--- src/rtl/spike_rate_decoder.sv ---
// Spike-rate decoder: counts spikes per neuron over a window, then picks the max-count neuron.
// Optional early exit when any counter reaches EARLY_THRESH: define SPIKE_DECODER_EARLY_EXIT_EN.
module spike_rate_decoder #(
  parameter int LAYER_SIZE   = 4,
  parameter int COUNT_WIDTH  = 8,
  parameter int WINDOW_WIDTH = 16,
  parameter int EARLY_THRESH = 32
) (
  input  logic                          clk,
  input  logic                          rst_n,
  input  logic                          start_i,
  input  logic [WINDOW_WIDTH-1:0]       window_len_i,
  input  logic [LAYER_SIZE-1:0]         spikes_in_i,
  output logic                          busy_o,
  output logic                          result_valid_o,
  input  logic                          result_ready_i,
  output logic [$clog2(LAYER_SIZE)-1:0] winner_idx_o,
  output logic [COUNT_WIDTH-1:0]        winner_count_o,
  output logic                          tie_o
);

  localparam int IDX_W  = $clog2(LAYER_SIZE);
  localparam int SCAN_W = $clog2(LAYER_SIZE + 1);
  localparam logic [COUNT_WIDTH-1:0] CNT_MAX = {COUNT_WIDTH{1'b1}};
`ifdef SPIKE_DECODER_EARLY_EXIT_EN
  localparam logic [COUNT_WIDTH-1:0] EARLY_CNT = COUNT_WIDTH'(EARLY_THRESH);
`endif

  localparam logic [1:0] S_IDLE    = 2'd0;
  localparam logic [1:0] S_COUNT   = 2'd1;
  localparam logic [1:0] S_COMPARE = 2'd2;
  localparam logic [1:0] S_DONE    = 2'd3;

  logic [1:0]              state_q,   state_d;
  logic [WINDOW_WIDTH-1:0] win_q,     win_d;
  logic [COUNT_WIDTH-1:0]  cnt_q [LAYER_SIZE];
  logic [COUNT_WIDTH-1:0]  cnt_d [LAYER_SIZE];
  logic [SCAN_W-1:0]       scan_q,    scan_d;
  logic [COUNT_WIDTH-1:0]  max_q,     max_d;
  logic [IDX_W-1:0]        max_idx_q, max_idx_d;
  logic                    run_tie_q, run_tie_d;
  logic [IDX_W-1:0]        widx_q,    widx_d;
  logic [COUNT_WIDTH-1:0]  wcnt_q,    wcnt_d;
  logic                    tie_q,     tie_d;
  logic                    valid_q,   valid_d;
  logic                    busy_q,    busy_d;
  logic [COUNT_WIDTH-1:0]  cur_cnt_s;
  logic                    early_hit_s;

  always_comb begin
    state_d     = state_q;
    win_d       = win_q;
    cnt_d       = cnt_q;
    scan_d      = scan_q;
    max_d       = max_q;
    max_idx_d   = max_idx_q;
    run_tie_d   = run_tie_q;
    widx_d      = widx_q;
    wcnt_d      = wcnt_q;
    tie_d       = tie_q;
    valid_d     = valid_q;
    early_hit_s = 1'b0;
    cur_cnt_s   = cnt_q[scan_q[IDX_W-1:0]];

    case (state_q)
      S_IDLE: begin
        if (start_i) begin
          win_d  = window_len_i;
          cnt_d  = '{default: '0};
          scan_d = '0;
          widx_d = '0;
          wcnt_d = '0;
          tie_d  = 1'b0;
          if (window_len_i == '0) begin
            state_d = S_COMPARE;
          end else begin
            state_d = S_COUNT;
          end
        end else begin
          state_d = S_IDLE;
        end
      end

      S_COUNT: begin
        for (int i = 0; i < LAYER_SIZE; i++) begin
          if (spikes_in_i[i] && (cnt_q[i] != CNT_MAX)) begin
            cnt_d[i] = cnt_q[i] + COUNT_WIDTH'(1);
          end else begin
            cnt_d[i] = cnt_q[i];
          end
        end
`ifdef SPIKE_DECODER_EARLY_EXIT_EN
        for (int i = 0; i < LAYER_SIZE; i++) begin
          early_hit_s = early_hit_s | (cnt_d[i] >= EARLY_CNT);
        end
`endif
        win_d = win_q - WINDOW_WIDTH'(1);
        if ((win_q == WINDOW_WIDTH'(1)) || early_hit_s) begin
          state_d = S_COMPARE;
          scan_d  = '0;
        end else begin
          state_d = S_COUNT;
        end
      end

      // One neuron per cycle, then one extra cycle to publish the scan result.
      S_COMPARE: begin
        if (scan_q == SCAN_W'(LAYER_SIZE)) begin
          state_d = S_DONE;
          valid_d = 1'b1;
          widx_d  = max_idx_q;
          wcnt_d  = max_q;
          tie_d   = run_tie_q;
        end else begin
          scan_d = scan_q + SCAN_W'(1);
          if (scan_q == '0) begin
            max_d     = cur_cnt_s;
            max_idx_d = '0;
            run_tie_d = 1'b0;
          end else if (cur_cnt_s > max_q) begin
            max_d     = cur_cnt_s;
            max_idx_d = scan_q[IDX_W-1:0];
            run_tie_d = 1'b0;
          end else if (cur_cnt_s == max_q) begin
            run_tie_d = 1'b1;
          end else begin
            run_tie_d = run_tie_q;
          end
        end
      end

      S_DONE: begin
        if (result_ready_i) begin
          state_d = S_IDLE;
          valid_d = 1'b0;
        end else begin
          state_d = S_DONE;
        end
      end

      default: begin
        state_d = S_IDLE;
        valid_d = 1'b0;
      end
    endcase

    busy_d = (state_d != S_IDLE);
  end

  always_ff @(posedge clk) begin
    if (!rst_n) begin
      state_q   <= S_IDLE;
      win_q     <= '0;
      for (int i = 0; i < LAYER_SIZE; i++) begin
        cnt_q[i] <= '0;
      end
      scan_q    <= '0;
      max_q     <= '0;
      max_idx_q <= '0;
      run_tie_q <= 1'b0;
      widx_q    <= '0;
      wcnt_q    <= '0;
      tie_q     <= 1'b0;
      valid_q   <= 1'b0;
      busy_q    <= 1'b0;
    end else begin
      state_q   <= state_d;
      win_q     <= win_d;
      cnt_q     <= cnt_d;
      scan_q    <= scan_d;
      max_q     <= max_d;
      max_idx_q <= max_idx_d;
      run_tie_q <= run_tie_d;
      widx_q    <= widx_d;
      wcnt_q    <= wcnt_d;
      tie_q     <= tie_d;
      valid_q   <= valid_d;
      busy_q    <= busy_d;
    end
  end

  assign busy_o         = busy_q;
  assign result_valid_o = valid_q;
  assign winner_idx_o   = widx_q;
  assign winner_count_o = wcnt_q;
  assign tie_o          = tie_q;

endmodule
--- config.mk ---
export PLATFORM = sky130hd
export DESIGN_NAME = spike_rate_decoder
export DESIGN_NICKNAME = d
export VERILOG_FILES = /design/src/rtl/spike_rate_decoder.sv
export SDC_FILE = /design/constraint.sdc
export NUM_CORES = 1
export LEC_CHECK = 0
export ABC_AREA = 0
export CORE_UTILIZATION = 45
export DETAILED_ROUTE_END_ITERATION = 6
export GPL_ROUTABILITY_DRIVEN = 0
export PLACE_DENSITY_LB_ADDON = 0.25
export SETUP_SLACK_MARGIN = 0.4
export SLEW_MARGIN = 0
export SYNTH_ARGS = -nofsm -noshare
export SYNTH_HDL_FRONTEND = slang
export SYNTH_SLANG_ARGS = --single-unit
--- constraint.sdc ---
create_clock -name clk -period 3.87 [get_ports clk]
set_input_delay 0.774 -clock clk [delete_from_list [all_inputs] [get_ports clk]]
set_output_delay 0.774 -clock clk [all_outputs]
set_load 0.02 [all_outputs]
After elaboration in Yosys (flattened, before gate mapping)
Cells that the tools add are included.
{"block": "totals", "register_bits": 77, "in_bits": 24, "output_inout_bits": 13, "wordCells": 108}
{"block": "op_classes", "add_sub_neg": 6, "order_cmp": 2, "eq_ne": 19, "mux": 40, "bitwise": 2, "reduce_logical": 24}
{"operator": "2-to-1 mux 8 bit", "count": 10}
{"operator": "one-hot mux 32 bit (2 select lines)", "count": 1}
{"operator": "adder 8 x 1 -> 8 bit (second input constant)", "count": 4}
{"operator": "2-to-1 mux 32 bit", "count": 1}
{"operator": "!= test 8 bit (second input constant)", "count": 4}
{"operator": "one-hot mux 16 bit (2 select lines)", "count": 1}
{"operator": "AND reduction 3 bit", "count": 8}
{"operator": "2-to-1 mux 2 bit", "count": 9}
{"operator": "!= test 2 bit (second input constant)", "count": 9}
{"operator": "binary-select mux 8 bit (select 2 bit)", "count": 1}
{"operator": "equality test 16 x 1 -> 1 bit (second input constant)", "count": 1}
{"operator": "logical NOT 16 bit", "count": 1}
{"operator": "2-to-1 mux 16 bit", "count": 1}
{"operator": "one-hot mux 8 bit (2 select lines)", "count": 1}
{"operator": "subtractor 16 x 1 -> 16 bit (second input constant)", "count": 1}
{"operator": "nonzero test 2 bit", "count": 5}
{"operator": "2-to-1 mux 3 bit", "count": 3}
{"operator": "one-hot mux 3 bit (3 select lines)", "count": 1}
{"operator": "equality test 8 bit", "count": 1}
{"operator": "> comparator 8 bit", "count": 1}
{"operator": "one-hot mux 2 bit (4 select lines)", "count": 1}
{"operator": "2-to-1 mux 1 bit", "count": 7}
{"operator": "nonzero test 3 bit", "count": 2}
{"operator": "equality test 2 bit (second input constant)", "count": 2}
{"operator": "13 further kinds", "count": 17}

Longest topological paths before layout
{"block": "logic_depth", "depth_word": 8, "ltp_mapped": 10, "mapped_depth_nobuf": 8}

Worst setup path after synthesis
No wires, ideal clock.
{"block": "synth_path", "path_type": "register to register", "startpoint": "register scan_q[1]", "endpoint": "register max_idx_q[1]", "setup_time_ps": 121, "arrival_time_ps": 2370, "required_ps": 3749, "path_slack_ps": 1379, "path_stages_with_launch": 10, "path_buffers": 2, "period_less_slack_ps": 2491, "cell_sequence": "dfxtp_1 -> buf_2 -> mux4_2 -> ha_1 -> a21oi_1 -> nor2_1 -> a2111oi_0 -> a211oi_2 -> buf_4 -> mux2i_1"}
{"block": "synth_via", "elab_chain_len": 7, "word_cells_on_any_way": 12, "cone_classes": "1 x order compare; 1 x eq/ne; 5 x mux; 2 x bitwise; 3 x reduce/logical"}
{"element": "start, declared", "line_no": "38", "text": "logic [SCAN_W-1:0] scan_q, scan_d;"}
{"element": "start signal, assigned", "line_no": "170", "text": "scan_q <= scan_d;"}
{"element": "inverter 2 -> 3 bit (not written as such)", "line_no": "63", "text": "cur_cnt_s = cnt_q[scan_q[IDX_W-1:0]];"}
{"element": "binary-select mux 8 bit (select 2 bit)", "line_no": "63"}
{"element": "2-to-1 mux 8 bit (not written as such) (2 in a row)", "line_no": "63"}
{"element": "named net cur_cnt_s[5]", "line_no": "47", "text": "logic [COUNT_WIDTH-1:0] cur_cnt_s;"}
{"element": "> comparator 8 bit", "line_no": "120", "text": "end else if (cur_cnt_s > max_q) begin"}
{"element": "nonzero test 2 bit (no source line)"}
{"element": "AND reduction 3 bit (no source line)"}
{"element": "end signal, assigned", "line_no": "172", "text": "max_idx_q <= max_idx_d;"}
{"element": "end, declared", "line_no": "40", "text": "logic [IDX_W-1:0] max_idx_q, max_idx_d;"}
The timed path passes the listed nets, and every way through them passes these cells. The select of a mux whose other input is x is not followed.
A chain may end at the register's enable or synchronous reset.

Worst setup path in the final report
{"block": "layout_path", "startpoint": "register scan_q[1]", "endpoint": "register max_q[5]"}
{"block": "layout_via", "elab_chain_len": 7, "word_cells_on_any_way": 12, "cone_classes": "1 x order compare; 1 x eq/ne; 5 x mux; 2 x bitwise; 3 x reduce/logical"}
{"element": "inverter 2 -> 3 bit (not written as such) (*)", "line_no": "63"}
{"element": "binary-select mux 8 bit (select 2 bit) (*)", "line_no": "63"}
{"element": "2-to-1 mux 8 bit (not written as such) (*) (2 in a row)", "line_no": "63"}
{"element": "named net cur_cnt_s[5]", "line_no": "47"}
{"element": "> comparator 8 bit", "line_no": "120"}
{"element": "nonzero test 2 bit (no source line)"}
{"element": "AND reduction 3 bit (no source line)"}
{"element": "end signal, assigned", "line_no": "171", "text": "max_q <= max_d;"}
{"element": "end, declared", "line_no": "39", "text": "logic [COUNT_WIDTH-1:0] max_q, max_d;"}
The timed path passes the listed nets; every way through them passes the cells marked *. The select of a mux whose other input is x is not followed.

==> impl_metrics.ini <==
[status]
status = finished, final reports clean

[synthesis]
ys.flop_type = dfxtp_1
syn_area_per_cell_um2 = 8.73
yosysWarnings = 0
synth_common_cells = dfxtp_1 (77), nand2_1 (52), nor2_1 (45), a21oi_1 (41)
synthMostInstantiatedCell = dfxtp_1
synth_area_mm2 = 0.00411
syn_inst = 471
yosys_register_bits = 77
synthDistinctLibCells = 58
ys_seq_area_share_pct = 37.5
synth_nets = 511
yosys.area.top_type = dfxtp_1
async_flop_share_pct = 0
yosys-top-cells-area = dfxtp_1 (38%), a21oi_1 (5.0%), xor2_1 (4.9%)
synth_edf_count = 0
yosys.area.top_type_share_pct = 37.5

[clocking]
numCtsBuffers = 9
ctsLongestPathBuffers = 2
cts_tree = built
clk_latency_ns = 0.35
root_buffer = clkbuf_8
clkSinkCount = 77
clkTransAtPathRegs_ns = 0.08
cts_htree_levels = 3
ctsHoldBuffers = 0

[routing]
drc = 0
avgViaCountPerCell = 5.80
ant_nets = 0
drt_iter0_markers = 156
wirelength_um = 9600
vias = 3563
first_pass_iters = 5
wl_per_cell_um = 15.6

[floorplanning]
die_width_um = 97.6
row_count = 34
die_h_um = 97.6
coreArea_mm2 = 0.00876
initial_utilization_pct = 46.9
ios = 37
dieArea_mm2 = 0.00952

[placement]
port_buffers = 36
dp_hpwl_um = 7020
placed_area_mm2 = 0.00457

[timing]
min_period_ns = 3.09
finalCritPeriodShare_pct = 79.9
worst_slew_pin_slew_ns = 1.24
finalSetupTns_ns = 0
max-slew-margin-rel_pct = 17.1
finalHoldWorstSlack_ns = 0.450
rsz0062_at_grt = false
hold_violations = 0
slew_violations = 0
fin_skew_ns = 0.0121
setup_viol = 0
max_freq_mhz = 323

[min_path]
holdPathEnd = winner_count_o[6]
hold_class = flip-flop to flip-flop
min_path_cells = 2
worstHoldStart = winner_count_o[6]

[grt]
grt-ovfl-total = 0
grt_max_degree = 39
grt_use_total_pct = 21.1
grt_pass1_vias = 3421
antenna_found_initial = 0
grt_pass1_wl_um = 16400

[worst_setup_path]
worstRegToRegCells = 7
critical_path_arrival_ns = 3.30
critPathRequiredTime_ns = 4.08
path_class = flip-flop to flip-flop
worstReg2RegStart = scan_q[1]
end_kind = flip-flop
rrSetupSlack_ns = 0.78
r2r_end = max_q[5]
cp_max_fo = 11
crit_path_start_kind = flip-flop

[power_and_ir_drop]
p_sw_share_pct = 25.9
p_leak_nw = 1.68
comb_power_share_pct = 12.6
total_power_mw = 1.81
power_frac_clock_pct = 40.8
seq_power_share_pct = 46.6
irDropWorstVdd_v = 0.000213
powerDensity_mw_per_mm2 = 375
switchingPower_mw = 0.468
internal_power_mw = 1.34

[finish]
nFillCells = 820
final_cell_area_mm2 = 0.00481
multiInputGateArea_mm2 = 0.00240
finish.utilization_pct = 54.9
fin_nets = 541
drive_gt1_share_pct = 9.09
syn2layout_area_growth_pct = 17.1
antenna_cells = 0
regArea_mm2 = 0.00154

[flow_run]
maxCapViolations = 0
worst max-delay path: stages (launching register included):
cell and delay, ns:
dfxtp_1 0.68, mux4_2 0.61, ha_1 0.31, a21oi_1 0.13, nor2_1 0.05, a2111oi_0 0.68, a211oi_4 0.30, mux2i_1 0.19
cells by family (layout without fill, tap and decap cells):
kind of cell | Yosys count | count (layout) | synth area share (%)
simple gates | 186 | 186 | 23.3
compound gates | 101 | 101 | 16.8
flops | 77 | 77 | 37.5
buf+inv | 44 | 79 | 4.26
xor+xnor | 24 | 24 | 5.11
mux | 23 | 23 | 8.13
fa+ha+maj | 16 | 16 | 4.87
per-layer routing:
layer	wire length, µm	up-vias	GRT usage, %
li1	-	1779	-
met1	4710	1677	29.8
met2	4340	93	32.8
met3	366	14	2.73
met4	184	0	7.92
met5	0	-	0
layout by cell type (no fill, tap or decap), types with 4 or more instances in the layout:
cell type	Yosys	routed
dfxtp_1	77	77
nor4_1	6	6
buf_4	1	9
nand4_1	5	5
inv_1	18	18
clkdlybuf4s50_1	0	36
nand3_1	23	23
nand2_1	52	52
nand2b_1	5	5
nor3_1	10	10
and3_1	7	7
o21ai_0	6	6
nand3b_1	9	9
o2111ai_1	11	11
and4_1	4	4
mux4_2	8	8
a41oi_1	4	4
o211ai_1	7	7
a31oi_1	9	9
a21oi_1	41	41
clkbuf_8	0	9
nor2_1	45	45
ha_1	16	16
mux2i_1	12	12
xor2_1	23	23
power by group through the flow:
stage	logic (mW)	registers [mW]	clock network, mW
floorplan	0.154	0.855	0
global placement	0.221	0.859	0
detailed placement	0.225	0.861	0
CTS	0.226	0.842	0.747
global route	0.252	0.846	0.776
finish	0.227	0.842	0.737
registers in the layout, indices dropped and copies added (netlist names):
name            cells
cnt_q              32
win_q              16
max_q               8
winner_count_o      8
scan_q              3
max_idx_q           2
state_q             2
winner_idx_o        2
busy_o              1
result_valid_o      1
run_tie_q           1
tie_o               1
worst max-delay path by stage:
| stage | start | end | slack (ns) | depth (start not counted) |
|---|---|---|---|---|
| detailed placement | scan_q[1] | max_q[5] | 0.64 | 7 |
| CTS | scan_q[1] | max_q[5] | 0.61 | 7 |
| floorplan | scan_q[1] | max_idx_q[1] | 1.38 | 9 |
| finish | scan_q[1] | max_q[5] | 0.78 | 7 |
| global route | scan_q[1] | max_q[3] | 0.59 | 7 |
| global placement | scan_q[1] | max_q[5] | 0.74 | 7 |
area by class of cell:
type	instances	area share, %
inverter	18	1.40
sequential	77	32.0
clock buffer	10	2.65
clock inverter	6	2.31
timing repair buffer	45	8.89
multi-input combinational	350	49.9
tap	108	2.81
repair_timing:
action	CTS	global route
gates resized for setup	0	1
endpoints found under the hold margin	0	0
endpoints found under the setup margin	0	8
buffers inserted	0	0
through the flow:
stage	instances	setup WS (ns)
after floorplan	471	1.38
after global placement	598	0.738
after detailed placement	598	0.644
after CTS	614	0.612
after global routing	614	0.591
final	614	0.778
Note: power is estimated with default switching activity, not from simulation.
